File: src/rtl/memory_digit_reader_if.sv
// Digit stream from the memory readback path to the display/print path.
interface memory_digit_reader_if #(
  parameter int unsigned NDIG = 4
) ();
  localparam int unsigned IDXW = (NDIG > 1) ? $clog2(NDIG) : 1;

  logic [3:0]      dig_data;
  logic            dig_valid;
  logic            dig_last;
  logic [IDXW-1:0] dig_idx;
  logic            dig_ready;

  modport master (output dig_data, dig_valid, dig_last, dig_idx, input dig_ready);
  modport slave  (input dig_data, dig_valid, dig_last, dig_idx, output dig_ready);
endinterface

File: src/rtl/memory_digit_reader.sv
// Reads an operand, operator or result back one nibble at a time, MSB first.
// Optional leading-zero blanking is enabled by defining LZB_EN.
module memory_digit_reader #(
  parameter int unsigned NDIG = 4
) (
  input  logic                  clk,
  input  logic                  rst_n,
  input  logic [4*NDIG-1:0]     save1,
  input  logic [4*NDIG-1:0]     save2,
  input  logic [4*NDIG-1:0]     res,
  input  logic [3:0]            op_out,
  input  logic [1:0]            src,
  input  logic                  start,
  input  logic                  clear_enable,
  memory_digit_reader_if.master dig,
  output logic                  busy,
  output logic                  done
);
  localparam int unsigned W    = 4 * NDIG;
  localparam int unsigned IDXW = (NDIG > 1) ? $clog2(NDIG) : 1;

  typedef enum logic [1:0] {IDLE, SEND, DONE} state_t;

  state_t          state;
  logic [W-1:0]    shadow;
  logic            valid_q;
  logic [IDXW-1:0] idx_q;
  logic [W-1:0]    sel_word;
  logic [W-1:0]    cap_word;
  logic [IDXW-1:0] cap_idx;
  logic            last_c;

  // Source select; the operator code is zero-extended to a full word.
  always_comb begin
    sel_word = '0;
    unique case (src)
      2'b00: sel_word = res;
      2'b01: sel_word = save1;
      2'b10: sel_word = {{(W-4){1'b0}}, op_out};
      2'b11: sel_word = save2;
      default: sel_word = '0;
    endcase
  end

`ifdef LZB_EN
  logic found;

  // Count leading zero nibbles, capped so an all-zero word still emits its last digit.
  always_comb begin
    cap_idx = '0;
    found   = 1'b0;
    for (int i = 0; i < int'(NDIG) - 1; i++) begin
      if (!found && sel_word[W-1-4*i -: 4] == 4'h0) cap_idx = IDXW'(i + 1);
      else                                          found   = 1'b1;
    end
    cap_word = sel_word << {cap_idx, 2'b00};
  end
`else
  always_comb begin
    cap_idx  = '0;
    cap_word = sel_word;
  end
`endif

  assign last_c        = valid_q && (idx_q == IDXW'(NDIG - 1));
  assign dig.dig_data  = shadow[W-1 -: 4];
  assign dig.dig_valid = valid_q;
  assign dig.dig_last  = last_c;
  assign dig.dig_idx   = idx_q;

  // Readout FSM; clear_enable overrides start and any handshake in flight.
  always_ff @(posedge clk or negedge rst_n) begin
    if (!rst_n) begin
      state   <= IDLE;
      shadow  <= '0;
      valid_q <= 1'b0;
      idx_q   <= '0;
      busy    <= 1'b0;
      done    <= 1'b0;
    end else if (clear_enable) begin
      state   <= IDLE;
      shadow  <= '0;
      valid_q <= 1'b0;
      idx_q   <= '0;
      busy    <= 1'b0;
      done    <= 1'b0;
    end else begin
      unique case (state)
        IDLE: begin
          done <= 1'b0;
          if (start) begin
            shadow  <= cap_word;
            idx_q   <= cap_idx;
            valid_q <= 1'b1;
            busy    <= 1'b1;
            state   <= SEND;
          end
        end
        SEND: begin
          if (valid_q && dig.dig_ready) begin
            if (last_c) begin
              shadow  <= '0;
              idx_q   <= '0;
              valid_q <= 1'b0;
              done    <= 1'b1;
              state   <= DONE;
            end else begin
              shadow <= {shadow[W-5:0], 4'h0};
              idx_q  <= idx_q + IDXW'(1);
            end
          end
        end
        DONE: begin
          done  <= 1'b0;
          busy  <= 1'b0;
          state <= IDLE;
        end
        default: begin
          state   <= IDLE;
          valid_q <= 1'b0;
          busy    <= 1'b0;
          done    <= 1'b0;
        end
      endcase
    end
  end
endmodule
File: src/flat_wrapper.sv
// flat-port wrapper written by rule: the top's interface ports become plain ports
module memory_digit_reader_flat 
#(
  parameter int unsigned NDIG = 4
)
  (clk, rst_n, save1, save2, res, op_out, src, start, clear_enable, busy, done, dig_dig_data, dig_dig_valid, dig_dig_last, dig_dig_idx, dig_dig_ready);
  memory_digit_reader_if #(.NDIG(NDIG)) dig_i ();
  input  logic clk;
  input  logic rst_n;
  input  logic [4*NDIG-1:0] save1;
  input  logic [4*NDIG-1:0] save2;
  input  logic [4*NDIG-1:0] res;
  input  logic [3:0] op_out;
  input  logic [1:0] src;
  input  logic start;
  input  logic clear_enable;
  output logic busy;
  output logic done;
  output wire logic [$bits(dig_i.dig_data)-1:0] dig_dig_data;
  output wire logic [$bits(dig_i.dig_valid)-1:0] dig_dig_valid;
  output wire logic [$bits(dig_i.dig_last)-1:0] dig_dig_last;
  output wire logic [$bits(dig_i.dig_idx)-1:0] dig_dig_idx;
  input wire logic [$bits(dig_i.dig_ready)-1:0] dig_dig_ready;
  assign dig_dig_data = dig_i.dig_data;
  assign dig_dig_valid = dig_i.dig_valid;
  assign dig_dig_last = dig_i.dig_last;
  assign dig_dig_idx = dig_i.dig_idx;
  assign dig_i.dig_ready = dig_dig_ready;
  memory_digit_reader #(.NDIG(NDIG)) u_core (.clk(clk), .rst_n(rst_n), .save1(save1), .save2(save2), .res(res), .op_out(op_out), .src(src), .start(start), .clear_enable(clear_enable), .dig(dig_i), .busy(busy), .done(done));
endmodule
File: config.mk
export PLATFORM = sky130hd
export DESIGN_NAME = memory_digit_reader_flat
export DESIGN_NICKNAME = d
export VERILOG_FILES = /design/src/rtl/memory_digit_reader_if.sv /design/src/rtl/memory_digit_reader.sv /design/src/flat_wrapper.sv
export SDC_FILE = /design/constraint.sdc
export NUM_CORES = 1
export LEC_CHECK = 0
export ABC_AREA = 1
export CORE_UTILIZATION = 34
export CTS_BUF_LIST = sky130_fd_sc_hd__clkbuf_8
export CTS_CLUSTER_DIAMETER = 200
export CTS_CLUSTER_SIZE = 25
export DETAILED_ROUTE_END_ITERATION = 7
export MAX_ROUTING_LAYER = met4
export PLACE_DENSITY = 0.66
export SLEW_MARGIN = 30
export SYNTH_ARGS = -nofsm -noshare
export SYNTH_HDL_FRONTEND = slang
export SYNTH_SLANG_ARGS = --single-unit
export TNS_END_PERCENT = 10
File: constraint.sdc
create_clock -name clk -period 2.15 [get_ports clk]
set_clock_uncertainty 0.15 [all_clocks]
set_input_delay 0.43 -clock clk [delete_from_list [all_inputs] [get_ports clk]]
set_output_delay 0.43 -clock clk [all_outputs]
set_load 0.01 [all_outputs]
==> key figures <==
Outcome
  – Status: complete, no violations

Floorplanning
  – Core ar.: 4500 sq um
  – Initial core utilization: 36.5%
  – Die ar.: 5120 sq um
  – Die X: 71.5 um
  – Num ports: 69
  – Rows: 24
  – Die H: 71.5 um

Placed design
  – RD Place Congestion: 0.856
  – Placed insts: 392
  – Setup WS pre-CTS: 0.103 ns
  – Post-DP HPWL: 3.48 mm
  – Area post-placement: 2370 sq um
  – Buffers on Ports: 68

Clock tree
  – Worst skew pair latency: 0.27 ns
  – Reg clk slew, reported paths: 0.08 ns
  – CTS max path bufs: 2
  – Hold Buf Count CTS: 0
  – CTS Sinks: 23
  – Max H-tree Level: 1
  – CTS tree: yes
  – Inserted Clock Buffers: 3
  – Root Buffer: clkbuf_8

Synthesis
  – Syn Nets: 337
  – Unique masters post-synth: 15
  – Area of the mapped netlist: 1640 sq um
  – Sequential share of the synthesized area: 35.0%
  – Cells after Synth: 277
  – Yosys warnings: 0
  – Yosys reg bits: 23
  – Syn Area/Cell: 5.94 sq um

Layout
  – # fillers: 492
  – Core Util, Final: 53.9%
  – Cell area after layout: 2430 sq um
  – Most frequent cells in the layout: nand2_1, clkdlybuf4s50_1, nand3_1, inv_1, dfrtp_1
  – ANT cells: 0
  – Fraction of layout cells with a size suffix above 1: 5.22%
  – Non-Filler Instances: 397
  – Nets: 406
  – Most common cell after layout, fill and taps aside: nand2_1
  – Area growth, synth to finish: 47.8%

Power and ir drop
  – VDD IR max: 0.286 mV
  – Pleak: 1.35 nW
  – Reg power frac: 43.0%
  – Pwr Total: 1.21 mW
  – Switching power: 0.366 mW
  – P_int: 0.840 mW
  – PD cells: 496 nW/um^2
  – Sw Share: 30.3%
  – Clock share of power: 22.0%
  – Combinational Power Share: 34.9%

Timing
  – Post-layout min period: 1.78 ns
  – Endpoints failing hold: 0
  – Max-Slew Margin vs Limit: 70.1%
  – Min setup slack post-route: 0.372 ns
  – Least-Margin Pin Slew: 0.447 ns
  – Hold WS: 0.331 ns
  – Unrepaired setup endpoints after global routing: false
  – Final Max Slew Viols: 0
  – Final period util: 82.7%
  – Setup-failing EPs final: 0
  – Highest clock rate: 0.563 GHz
  – Post-route setup TNS: 0 ns

Critical path
  – Reg2reg setup slack: 0.50 ns
  – Slowest-stage cell, CP: clkdlybuf4s50_1
  – Worst EP arrival: 1.20 ns
  – Worst Path Required: 1.57 ns
  – CP top delay family: buffers and inverters
  – Max incr delay on CP: 0.55 ns
  – Worst path cell trace: clkdlybuf4s50_1
  – Buf/Inv on CP: 1
  – Startpoint Class: flip-flop
  – CP max FO: 4
  – Worst setup EP type: output pin
  – Critical path class: flip-flop to output pin

Drt
  – Post-route ant nets: 0
  – Final wirelength: 4.55 mm
  – DR pass1 iterations: 4
  – DR WL/cell: 11.5 um
  – Routed via count: 1892
  – DRT iter0 DRCs: 91
  – Drt drc: 0
  – Vias per Instance: 4.77

Flow run
  – Number of max-cap violations: 0

Worst hold path
  – HP Class: flip-flop to flip-flop

GRT
  – Tot GR Track Use: 19.7%
  – Pin count of the biggest net entering global routing: 24
  – First-pass GRT wire length: 7.91 mm
  – Vias in the first global route: 1926
  – Initial antenna violation count: 0
  – Grt total ovfl: 0
-- worst register-to-register path, cell delays in order (launching register included) --
cell and delay [ns]:
dfrtp_1 0.38, ha_1 0.17, nand2_1 0.07, buf_4 0.19
o21ai_0 0.34, nand3_1 0.11, nand2_1 0.07, nand2_1 0.04
-- final timing paths --
| kind | startpoint | to | cells after the start |
|---|---|---|---|
| max in group asynchronous | rst_n | u_core.done | 2 |
| worst min-delay path | u_core.shadow[1] | u_core.shadow[1] | 2 |
| worst min register to register | u_core.shadow[1] | u_core.shadow[1] | 2 |
| worst max-delay path | u_core.dig.dig_valid | dig_dig_valid | 1 |
| worst max register to register | u_core.dig.dig_idx[0] | u_core.dig.dig_valid | 7 |
| min in group asynchronous | rst_n | u_core.shadow[15] | 2 |
-- synth_stat cells (all sizes together) --
| library cell | n | share of area [%] |
|---|---|---|
| inv | 33 | 7.5 |
| nand3 | 43 | 13 |
| nand4 | 1 | 0.38 |
| nor2 | 18 | 4.3 |
| buf | 13 | 5.0 |
| ha | 1 | 0.76 |
| nor3 | 2 | 0.61 |
| clkbuf | 2 | 0.46 |
| nand2 | 133 | 30 |
| dfrtp | 23 | 35 |
| o21ai | 7 | 2.1 |
| or2 | 1 | 0.38 |
-- power groups by stage --
stage | sequential (mW) | clock, mW | combinational, mW
after floorplan | 0.526 | 0 | 0.223
after CTS | 0.520 | 0.277 | 0.424
after global routing | 0.526 | 0.296 | 0.472
after global placement | 0.526 | 0 | 0.418
final | 0.519 | 0.266 | 0.421
after detailed placement | 0.528 | 0 | 0.422
-- per-layer routing --
metal	GRT usage (%)	vias up	share of wire (%)
li1	-	977	-
met1	21.2	851	44
met2	37.0	57	50
met3	3.94	7	5.1
met4	5.01	0	1.0
met5	-	-	0
-- cell type report --
cell class	count	area (sq um)	share of cell area, %
Multi-Input combinational cell	206	855	35.2
Clock buffer	3	41.3	1.70
Tap cell	52	65.1	2.68
Inverter	33	124	5.10
Timing Repair Buffer	79	766	31.5
Clock inverter	1	3.75	0.154
Sequential cell	23	576	23.7
-- cells by family after synthesis --
logic type               after synthesis  share of synthesized area [%]
adder cells (fa/ha/maj)                1                          0.761
buffers and inverters                 48                           13.0
AO/OA/AOI/OAI                          7                           2.13
AND/OR/NAND/NOR                      198                           49.1
flip-flops                            23                           35.0
-- state kept, by name, summed over array words and instances, names as in the netlist --
| signal | count |
|---|---|
| u_core.busy | 1 |
| u_core.dig.dig_idx | 2 |
| u_core.dig.dig_valid | 1 |
| u_core.done | 1 |
| u_core.shadow | 16 |
| u_core.state | 2 |
-- timing repair --
action / in CTS / in global routing
setup buffers: 0 / 1
endpoints found under the setup margin: 0 / 1
gates resized for setup: 0 / 1
No activity file was read; power rests on OpenSTA's default activity.
